--- config.mk ---
export PLATFORM = sky130hd
export DESIGN_NAME = seq_detect_ctrl
export DESIGN_NICKNAME = d
export VERILOG_FILES = /design/src/rtl/seq_detect_ctrl.sv
export SDC_FILE = /design/constraint.sdc
export NUM_CORES = 1
export LEC_CHECK = 0
export CORE_MARGIN = 4
export CORE_UTILIZATION = 45
export CTS_CLUSTER_SIZE = 28
export DETAILED_ROUTE_END_ITERATION = 7
export PLACE_DENSITY = 0.69
export REMOVE_ABC_BUFFERS = 1
export SETUP_SLACK_MARGIN = 0.05
export SLEW_MARGIN = 20
export SYNTH_ARGS = -nofsm -noshare
export SYNTH_HDL_FRONTEND = slang
export SYNTH_SLANG_ARGS = --single-unit
export TNS_END_PERCENT = 5
--- constraint.sdc ---
create_clock -name clock -period 3.03 [get_ports clock]
set_input_delay 0.606 -clock clock [delete_from_list [all_inputs] [get_ports clock]]
set_output_delay 0.606 -clock clock [all_outputs]
set_load 0.02 [all_outputs]
--- src/rtl/seq_detect_ctrl.sv ---
// seq_detect_ctrl: programmable serial bit-pattern detector.
// A host loads a 1..MAX_LEN bit pattern through a valid/ready config port.
// The serial input is compared against that pattern, and dout is a Mealy
// pulse raised in the same cycle as the completing bit. match_cnt is a
// saturating count of matches.
// Optional feature macro: SEQ_OVERLAP_EN.
//   Defined:   cfg_overlap is latched and selects overlapping matches.
//   Undefined: matching is always non-overlapping.
module seq_detect_ctrl #(
    parameter int MAX_LEN = 8,
    parameter int CNT_W   = 8,
    parameter int LEN_W   = $clog2(MAX_LEN) + 1
) (
    input  logic               clock,
    input  logic               reset,
    input  logic               cfg_valid,
    output logic               cfg_ready,
    input  logic [MAX_LEN-1:0] cfg_pattern,
    input  logic [LEN_W-1:0]   cfg_len,
    input  logic               cfg_overlap,
    output logic               cfg_err,
    input  logic               din_valid,
    input  logic               din,
    input  logic               cnt_clr,
    output logic               dout,
    output logic               armed,
    output logic [CNT_W-1:0]   match_cnt
);

    typedef enum logic [1:0] {UNCFG, LOAD, RUN} state_t;

    state_t             state;
    state_t             state_nxt;
    logic [MAX_LEN-1:0] pattern_q;
    logic [LEN_W-1:0]   len_q;
    logic               overlap_q;
    logic [MAX_LEN-2:0] hist;       // previous len-1 bits, newest at bit 0
    logic [LEN_W-1:0]   fill;       // valid bits in the window, capped at len_q
    logic               cfg_fire;   // handshake this cycle
    logic               cfg_ok;     // offered length is legal
    logic [MAX_LEN-1:0] mask;
    logic [MAX_LEN-1:0] window;
    logic [LEN_W:0]     fill_p1;
    logic               full;
    logic               hit;

    assign cfg_ok  = (cfg_len != '0) && (cfg_len <= LEN_W'(MAX_LEN));
    assign window  = {hist, din};
    assign fill_p1 = {1'b0, fill} + {{LEN_W{1'b0}}, 1'b1};
    // Including the bit arriving now, the window holds at least len bits.
    assign full    = fill_p1 >= {1'b0, len_q};
    assign hit     = ((window ^ pattern_q) & mask) == '0;

    // Select the low len_q bits of the window for comparison.
    always_comb begin
        mask = '0;
        for (int i = 0; i < MAX_LEN; i++) begin
            mask[i] = (LEN_W'(i) < len_q);
        end
    end

    // State register.
    always_ff @(posedge clock or negedge reset) begin
        if (!reset) state <= UNCFG;
        else        state <= state_nxt;
    end

    // Next-state and Mealy outputs. LOAD is the only state that refuses config.
    always_comb begin
        state_nxt = state;
        cfg_ready = 1'b0;
        cfg_fire  = 1'b0;
        armed     = 1'b0;
        dout      = 1'b0;
        case (state)
            UNCFG: begin
                cfg_ready = 1'b1;
                cfg_fire  = cfg_valid;
                if (cfg_valid && cfg_ok) state_nxt = LOAD;
            end
            LOAD: begin
                state_nxt = RUN;
            end
            RUN: begin
                cfg_ready = 1'b1;
                cfg_fire  = cfg_valid;
                armed     = 1'b1;
                dout      = din_valid && full && hit;
                if (cfg_valid && cfg_ok) state_nxt = LOAD;
            end
            default: state_nxt = UNCFG;
        endcase
    end

    // Latch an accepted config. A rejected word leaves the stored config intact.
    always_ff @(posedge clock or negedge reset) begin
        if (!reset) begin
            pattern_q <= '0;
            len_q     <= '0;
            overlap_q <= 1'b0;
        end else if (cfg_fire && cfg_ok) begin
            pattern_q <= cfg_pattern;
            len_q     <= cfg_len;
`ifdef SEQ_OVERLAP_EN
            overlap_q <= cfg_overlap;
`else
            overlap_q <= 1'b0;
`endif
        end
    end

`ifndef SEQ_OVERLAP_EN
    // The port stays present even though non-overlap mode is forced.
    logic unused_overlap;
    assign unused_overlap = cfg_overlap;
`endif

    // Registered reject pulse for an illegal length.
    always_ff @(posedge clock or negedge reset) begin
        if (!reset) cfg_err <= 1'b0;
        else        cfg_err <= cfg_fire && !cfg_ok;
    end

    // Bit history and fill. In non-overlap mode, fill restarts after a match
    // so that no bit of the matched window is reused.
    always_ff @(posedge clock or negedge reset) begin
        if (!reset) begin
            hist <= '0;
            fill <= '0;
        end else if (state == LOAD) begin
            hist <= '0;
            fill <= '0;
        end else if (state == RUN && din_valid) begin
            hist <= window[MAX_LEN-2:0];
            if (dout && !overlap_q)  fill <= '0;
            else if (fill != len_q)  fill <= fill + LEN_W'(1);
        end
    end

    // Saturating match counter. An accepted config clears it, and that clear
    // wins over both cnt_clr and a same-cycle match.
    always_ff @(posedge clock or negedge reset) begin
        if (!reset) begin
            match_cnt <= '0;
        end else if ((cfg_fire && cfg_ok) || cnt_clr) begin
            match_cnt <= '0;
        end else if (dout && (match_cnt != {CNT_W{1'b1}})) begin
            match_cnt <= match_cnt + CNT_W'(1);
        end
    end

endmodule

==> summary.txt, run 1 <==
Status
  • Status: completed

Worst setup path
  • Worst Path Required: 2.42 ns
  • Reg-to-reg setup timing slack: just under 0.8 ns
  • Worst reg2reg endpoint: match_cnt[6]
  • Worst path arrival time: approximately 2.2 ns
  • Critical path class: reg -> out
  • CP max FO: 5
  • CP Launch Type: register
  • Reg2reg start: fill[0]
  • Crit. End Element: primary output
  • Worst r2r path cells: 11

Floorplanning
  • Placement row count: 23
  • Placeable Area: between 4000 and 5000 um^2
  • Starting Density: 0.467
  • Die Wd: between 70 and 80 um
  • Height of the die: 72.4 um
  • Die Footprint: about 5200 um^2
  • Num ports: 31

Placed design
  • Placed cell area: 2220 um^2
  • Hpwl dp: 2830 um
  • Post-place setup slack: -0.0162 ns
  • GPL Wtd Cong: 0.847
  • Buffers on Ports: 29

Power
  • Internal: roughly 0.0011 W
  • Total Power: between 0.0015 and 0.002 W
  • Power share of the clock group: 0.325
  • LEAKAGE: 1.08 nW
  • Comb pwr share: 0.290
  • Power per cell area: ~650 nW/um^2
  • Sw frac: 0.293
  • Sequential Power Share: 0.385
  • Switching power: between 0.0004 and 0.0005 W
  • IR Drop Worst-Case VDD: approximately 0.4 mV

Clock network
  • Root Buffer: clkbuf_8
  • Max Root-Sink Buffers: 2
  • Clock transition at path regs: around 0.070 ns
  • Total CTS buffers: 5
  • Skew-Pair Late Insertion Delay: between 0.2 and 0.3 ns
  • Post-CTS setup buffer count: 0
  • Sink Count: 34
  • TritonCTS clock tree: yes
  • H-tree Lvls: 2

Hold path
  • Worst hold path type: reg -> reg
  • Hold Startpoint: hist[0]
  • Worst Hold Path EP: hist[1]
  • Hold Crit Depth: 2

Cells and area
  • ANT cells: 0
  • Most frequent cells in the layout: dfrtp_1, clkdlybuf4s50_1, nand2_1
  • P&R area growth vs syn: 26.7%
  • Post-layout nets: 252
  • Layout cells sized above 1: 0.154
  • Commonest non-fill, non-tap cell in the layout: dfrtp_1
  • Final Cell Area: about 2400 um^2

Global routing
  • Number of global-route vias before repair: 1434
  • Grt total ovfl: 0
  • Largest net degree at the start of global routing: 35
  • Gr usage total: 0.166
  • First-pass GRT wire length: 6680 um
  • Initial antenna violation count: 0

Detailed routing
  • Drt pass-1 iters: 4
  • Vias per inst: approximately 5.3
  • WL/cell: roughly 14 um
  • Final WL: slightly below 4000 um
  • Drt drc: 0
  • DRT iter0 DRCs: 100
  • Post-route ant nets: 0
  • Via count: between 1000 and 1500

Timing
  • Post-layout minimum cycle time: roughly 2.8 ns
  • Fin crit share: 0.938
  • F_max: approximately 0.35 GHz
  • Worst Max-Slew Pin Slew: roughly 0.49 ns
  • RSZ-0062 raised after global routing: no
  • Final Hold Viols: 0
  • Setup ws final: ~0.19 ns
  • Slew Limit Fails: 0
  • Finish-stage setup viols: 0
  • Max_slew headroom: 0.673
  • Worst Skew: between 0.008 and 0.009 ns

Synthesis
  • Mapped Avg Cell Area: between 9 and 10 um^2
  • Top FF cell, synth: dfrtp_1
  • Seq cells post-synth: 34
  • Top cell type's share of synthesized area: 0.456
  • Post-synthesis sequential area ratio: 0.456
  • FFs w/ async S/R, synth: 1.00
  • Post-Syn Instances: around 190
  • Synth Warn #: 0
  • Distinct cells, synth: 44
  • Post-synth EDFFs: 0
  • Synth Cell Area: approximately 1900 um^2
  • Area leader, netlist: dfrtp_1
  • Top post-synthesis cells by area: dfrtp_1, mux2_2, nand2_1

Job
  • Maxcap violations: 0
-- logic make-up after synthesis --
family,synth area share
adders and majority gates,0.0402
xor gates and xnor gates,0.0704
buffers and inverters,0.0496
and+or+nand+nor,0.198
DFF,0.456
muxes,0.0650
AOI/OAI and AO/OA,0.121
-- worst max path at each step --
| stage | endpoint | slack (ns) | startpoint | cells past startpoint |
|---|---|---|---|---|
| after global placement | dout | 0.003 | din | 7 |
| after detailed placement | dout | -0.02 | din | 7 |
| after global routing | dout | 0.08 | fill[0] | 9 |
| final | dout | 0.19 | fill[0] | 9 |
| after floorplan | dout | 0.66 | state[0] | 8 |
| after CTS | dout | 0.05 | fill[0] | 9 |
-- per-layer routing --
layer,track usage,part of all wire,up-vias
met4,0.0758,0.015,0
li1,-,-,744
met5,0,0,-
met2,0.269,0.50,28
met1,0.210,0.44,696
met3,0.0416,0.041,6
-- synthesized netlist by cell type, types with 4 or more instances --
library cell and number:
ha_1 6, and3_1 5, nand2_1 25, clkbuf_1 4, nand3_1 11, dfrtp_1 34
xor2_1 6, mux2_2 9, a31oi_1 4, nor2_1 9, o21ai_0 10, nor3_1 7
xnor2_1 9, a21oi_1 7, inv_1 5
-- stage by stage --
step | setup TNS (ns) | cells | util | hold slack, ns
2_1_floorplan | 0 | 181 | - | 0.310
3_5_place_dp | -0.0162 | 270 | 0.556 | 0.500
5_1_grt | 0 | 278 | 0.591 | 0.545
6_report | 0 | 278 | 0.591 | 0.516
3_3_place_gp | 0 | 270 | 0.556 | 0.492
4_1_cts | 0 | 278 | 0.590 | 0.516
-- critical path: stages (launching register included) --
cell and delay, ns:
dfrtp_1 0.38, buf_4 0.15, ha_1 0.29, nand2b_1 0.15, a21o_1 0.17, a21o_1 0.18
a21oi_2 0.17, or2_4 0.15, inv_2 0.04, clkdlybuf4s15_1 0.27
-- sequential cells by signal (all words and copies together) (netlist names) --
register   cells
hist           7
cfg_err        1
match_cnt      8
state          2
fill           4
len_q          4
pattern_q      8
-- layout make-up --
type	count	area, um^2
Inverter	6	22.5
Timing Repair Buffer	39	365
Tap cell	50	62.6
Clock inverter	3	68.8
Clock buffer	5	68.8
Fill cell	323	1630
Multi-Input combinational cell	141	927
Sequential cell	34	851
-- power groups by stage --
stage / clock network (W) / registers, W / logic [W]
floorplan: 0 / 0.000594 / 0.000295
global placement: 0 / 0.000600 / 0.000431
detailed placement: 0 / 0.000602 / 0.000441
CTS: 0.000513 / 0.000594 / 0.000442
global route: 0.000530 / 0.000606 / 0.000501
finish: 0.000501 / 0.000593 / 0.000447
-- repair_timing --
action | in CTS | in global routing
setup endpoints to repair | 1 | 1
endpoints found under the hold margin | 0 | 0
gates resized for setup | 1 | 2
hold buffers | 0 | 0
pin swaps | 0 | 1
No activity file was read; power rests on OpenSTA's default activity.
==> run 2: changes to the inputs <==
--- a/config.mk
+++ b/config.mk
@@ -9,6 +9,7 @@
 export CORE_UTILIZATION = 45
 export CTS_CLUSTER_SIZE = 28
 export DETAILED_ROUTE_END_ITERATION = 7
+export MAX_ROUTING_LAYER = met4
 export PLACE_DENSITY = 0.69
 export REMOVE_ABC_BUFFERS = 1
 export SETUP_SLACK_MARGIN = 0.05
==> summary.txt, run 2 (synthesis results as in run 1) <==
Floorplanning
  • Height of the die: between 70 and 80 um
  • Die Wd: between 70 and 80 um
  • Placement row count: 23
  • Num ports: 31
  • Die Footprint: ~5200 um^2
  • Starting Density: 0.467
  • Placeable Area: ~4000 um^2

Placed design
  • GPL Wtd Cong: 0.860
  • Dpl cells: 270
  • Hpwl dp: 2830 um
  • Buffers on Ports: 29

Status
  • Status: completed

Detailed routing
  • Final WL: roughly 3900 um
  • Post-route ant nets: 0
  • Via count: 1474
  • WL/cell: around 14 um
  • Drt pass-1 iters: 4
  • Drt drc: 0
  • Vias per inst: approximately 5.3
  • DRT iter0 DRCs: 101

Worst setup path
  • Worst path arrival time: between 2 and 2.5 ns
  • Crit-path cells: buf_4 > ha_1 > nand2b_1 > a21o_1 > a21o_1 > a21oi_2 > or2_4 > inv_2 > clkdlybuf4s15_1
  • Slowest cell on crit path: dfrtp_1
  • Cell mode on critical path: a21o_1
  • Critical path class: reg -> out
  • CP max FO: 5
  • Crit path launch: fill[0]
  • Worst Path Required: 2.42 ns
  • CP Launch Type: register
  • Crit. End Element: primary output
  • Max incr delay on CP: 0.38 ns
  • Reg2reg start: fill[0]

Timing
  • F_max: between 0.3 and 0.4 GHz
  • Post-layout minimum cycle time: around 2.8 ns
  • Max_slew headroom: 0.673
  • Finish-stage setup viols: 0
  • Slew Limit Fails: 0
  • Worst Max-Slew Pin Slew: between 0.4 and 0.5 ns
  • Worst Skew: 0.00830 ns
  • Fin crit share: 0.938
  • Final Hold Viols: 0
  • RSZ-0062 raised after global routing: no
  • WHS: a little over 0.5 ns

Cells and area
  • Most frequent cells in the layout: dfrtp_1, clkdlybuf4s50_1, nand2_1
  • Non-filler instance count after layout: around 280
  • ANT cells: 0
  • Fill count: 323
  • Biggest regs: match_cnt x8, pattern_q x8, hist x7
  • Commonest non-fill, non-tap cell in the layout: dfrtp_1
  • Post-layout nets: 252
  • P&R area growth vs syn: 26.7%
  • Layout cells sized above 1: 0.154

Clock network
  • Total CTS buffers: 5
  • Clock transition at path regs: 0.07 ns
  • Root Buffer: clkbuf_8
  • H-tree Lvls: 2
  • Skew-Pair Late Insertion Delay: slightly below 0.3 ns
  • Hold buffer count at CTS: 0
  • Max Root-Sink Buffers: 2
  • Post-CTS setup buffer count: 0
  • TritonCTS clock tree: yes
  • Sink Count: 34

Global routing
  • Initial antenna violation count: 0
  • Largest net degree at the start of global routing: 35
  • Gr usage total: 0.171
  • Number of global-route vias before repair: around 1400
  • Grt total ovfl: 0
  • First-pass GRT wire length: around 6700 um

Power
  • LEAKAGE: 1.08 nW
  • Power share of the clock group: 0.325
  • Sw frac: 0.293
  • Power per cell area: ~650 nW/um^2
  • IR Drop Worst-Case VDD: between 0.4 and 0.5 mV
  • Sequential Power Share: 0.385
  • Switching power: 0.000451 W
  • Comb pwr share: 0.290
  • Internal: 0.00109 W

Hold path
  • Worst hold path type: reg -> reg
  • Hold Startpoint: hist[0]

Job
  • Maxcap violations: 0
-- run 2: cell counts in the layout (fill, tap and decap cells not counted) --
Identical to the previous run, type by type.
-- run 2: power groups by stage --
stage	sequential, W	combinational, W	clock (W)
CTS	0.000594	0.000442	0.000513
global route	0.000606	0.000501	0.000530
floorplan	0.000594	0.000295	0
finish	0.000593	0.000447	0.000501
global placement	0.000600	0.000431	0
detailed placement	0.000602	0.000441	0
-- run 2: metrics by stage --
stage / utilization / instance area [um^2] / power (W) / TNS (ns) / setup slack, ns
after floorplan: - / 1800 / 0.000889 / 0 / 0.663
after global placement: 0.556 / 2220 / 0.00103 / 0 / 0.00259
after detailed placement: 0.556 / 2220 / 0.00104 / -0.0162 / -0.0162
after CTS: 0.590 / 2360 / 0.00155 / 0 / 0.0516
after global routing: 0.591 / 2370 / 0.00164 / 0 / 0.0796
final: 0.591 / 2370 / 0.00154 / 0 / 0.186
-- run 2: final cells by class --
class / count / area, um^2 / area share
sequential: 34 / 851 / 0.360
tap: 50 / 62.6 / 0.0264
inverter: 6 / 22.5 / 0.00952
clock buffer: 5 / 68.8 / 0.0291
timing repair buffer: 39 / 365 / 0.154
multi-input combinational: 141 / 927 / 0.392
clock inverter: 3 / 68.8 / 0.0291
-- run 2: final timing paths --
check,endpoint,depth (start not counted),slack [ns]
worst max-delay path,dout,9,0.19
worst min-delay path,hist[1],2,0.52
worst max register to register,match_cnt[6],11,0.78
worst min register to register,hist[1],2,0.52
max in group asynchronous,pattern_q[0],2,2.01
min in group asynchronous,fill[3],2,0.72
-- run 2: repair_timing --
item,in CTS,in global routing
gates resized for setup,1,2
endpoints found under the setup margin,1,1
pin swaps,0,1
-- run 2: layer usage --
| metal | wire length [um] | global-route usage | part of all wire | vias to the layer above |
|---|---|---|---|---|
| li1 | - | - | - | 744 |
| met1 | 1730 | 0.210 | 0.44 | 696 |
| met2 | 1940 | 0.269 | 0.50 | 28 |
| met3 | 161 | 0.0416 | 0.041 | 6 |
| met4 | 58 | 0.0758 | 0.015 | 0 |
| met5 | 0 | - | 0 | - |
-- run 2: critical path, delay by kind of cell (launching register included) --
| kind | cells | cell delay [ns] |
|---|---|---|
| AND/OR/NAND/NOR | 2 | 0.30 |
| buffers and inverters | 3 | 0.46 |
| adder cells (fa/ha/maj) | 1 | 0.29 |
| AO/OA/AOI/OAI | 3 | 0.52 |
| flip-flops | 1 | 0.38 |
==> run 3: changes to the inputs <==
--- a/config.mk
+++ b/config.mk
@@ -12,7 +12,6 @@
 export MAX_ROUTING_LAYER = met4
 export PLACE_DENSITY = 0.69
 export REMOVE_ABC_BUFFERS = 1
-export SETUP_SLACK_MARGIN = 0.05
 export SLEW_MARGIN = 20
 export SYNTH_ARGS = -nofsm -noshare
 export SYNTH_HDL_FRONTEND = slang
==> summary.txt, run 3 (synthesis results as in run 1) <==
Status
  • Status: completed

Timing
  • Finish-stage setup viols: 0
  • Final Hold Viols: 0
  • Max_slew headroom: 0.673
  • Worst Max-Slew Pin Slew: about 0.5 ns
  • Setup ws final: about 0.14 ns
  • RSZ-0062 raised after global routing: no
  • Fin crit share: 0.955
  • Slew Limit Fails: 0
  • Post-layout minimum cycle time: ~2.9 ns
  • F_max: 0.346 GHz
  • Worst Skew: around 0.0083 ns
  • Setup Total Neg Slack: 0 ns

Hold path
  • Worst hold path type: reg -> reg
  • Hold Startpoint: hist[0]
  • Hold Crit Depth: 2
  • Worst Hold Path EP: hist[1]

Worst setup path
  • Worst r2r path cells: 11
  • Worst path arrival time: 2.29 ns
  • Reg2reg start: fill[0]
  • Worst reg2reg endpoint: match_cnt[6]
  • CP Launch Type: register
  • CP max FO: 5
  • Reg-to-reg setup timing slack: 0.76 ns
  • Critical path class: reg -> out
  • Crit. End Element: primary output
  • Worst Path Required: 2.42 ns

Cells and area
  • ANT cells: 0
  • Layout cells sized above 1: 0.154
  • Commonest non-fill, non-tap cell in the layout: dfrtp_1
  • Most frequent cells in the layout: dfrtp_1, clkdlybuf4s50_1, nand2_1
  • Fill count: approximately 320
  • P&R area growth vs syn: 26.7%
  • Area of the multi-input gates: about 900 um^2
  • Biggest regs: match_cnt x8, pattern_q x8, hist x7
  • Post-layout nets: about 250
  • Register area: ~850 um^2

Clock network
  • Total CTS buffers: 5
  • Hold buffer count at CTS: 0
  • Max Root-Sink Buffers: 2
  • TritonCTS clock tree: yes
  • Skew-Pair Late Insertion Delay: around 0.29 ns
  • Root Buffer: clkbuf_8
  • H-tree Lvls: 2
  • Clock transition at path regs: around 0.070 ns
  • Sink Count: 34
  • Post-CTS setup buffer count: 0

Detailed routing
  • Final WL: between 3000 and 4000 um
  • WL/cell: between 10 and 15 um
  • Post-route ant nets: 0
  • Drt drc: 0
  • DRT iter0 DRCs: about 100
  • Via count: between 1000 and 1500
  • Drt pass-1 iters: 4
  • Vias per inst: 5.30

Placed design
  • Hpwl dp: 2830 um
  • GPL Wtd Cong: approximately 0.86
  • Post-place setup slack: -0.0162 ns
  • Buffers on Ports: 29

Global routing
  • Initial antenna violation count: 0
  • Grt total ovfl: 0
  • Gr usage total: 0.171
  • Number of global-route vias before repair: between 1000 and 1500
  • Largest net degree at the start of global routing: 35
  • First-pass GRT wire length: 6680 um

Floorplanning
  • Starting Density: 0.467
  • Height of the die: between 70 and 80 um
  • Placeable Area: around 4000 um^2
  • Placement row count: 23
  • Die Wd: just over 70 um
  • Num ports: 31
  • Die Footprint: approximately 5200 um^2

Power
  • LEAKAGE: around 1.1 nW
  • Total Power: 0.00154 W
  • Power per cell area: 652 nW/um^2
  • IR Drop Worst-Case VDD: roughly 0.40 mV

Job
  • Maxcap violations: 0
run 3: cell types whose count changed in the layout (fill, tap and decap cells not counted), sizes merged:
cell / before / now
clkdlybuf4s15: 1 / 0
dlygate4sd2: 0 / 1
run 3: critical path, cell delays in order, from the launching register on:
cell	delay, ns
dfrtp_1	0.38
buf_4	0.15
ha_1	0.29
nand2b_1	0.15
a21o_1	0.17
a21o_1	0.18
a21oi_2	0.18
or2_4	0.15
inv_2	0.04
dlygate4sd2_1	0.31
run 3: routing by layer:
metal / GRT usage / part of all wire / vias to the layer above
met4: 0.0758 / 0.015 / 0
met3: 0.0416 / 0.041 / 6
met2: 0.269 / 0.50 / 28
met1: 0.210 / 0.44 / 696
met5: - / 0 / -
li1: - / - / 744
run 3: report_power, final:
part           switching, W  total (W)  internal, W
clock              0.000172   0.000501     0.000329
combinational      0.000210   0.000448     0.000239
sequential        0.0000700   0.000593     0.000523
total              0.000452    0.00154      0.00109
run 3: final cells by class:
cell class,instances,area share
multi-input combinational,141,0.392
sequential,34,0.360
timing repair buffer,39,0.154
clock buffer,5,0.0291
clock inverter,3,0.0291
tap,50,0.0265
inverter,6,0.00952
run 3: per-stage QoR:
step                hold WS (ns)  area [um^2]   util  std cells
floorplan                  0.310         1800      -        181
global route               0.545         2360  0.591        278
detailed placement         0.500         2220  0.556        270
global placement           0.492         2220  0.556        270
CTS                        0.516         2360  0.590        278
finish                     0.516         2360  0.591        278
run 3: worst max path at each step:
stage | start | endpoint
6_report | fill[0] | dout
5_1_grt | fill[0] | dout
3_5_place_dp | din | dout
3_3_place_gp | din | dout
4_1_cts | fill[0] | dout
2_1_floorplan | state[0] | dout
run 3: what timing repair did:
item / 4_1_cts / 5_1_grt
endpoints found under the setup margin: 1 / 1
gates resized for setup: 1 / 1
pin swaps: 0 / 0
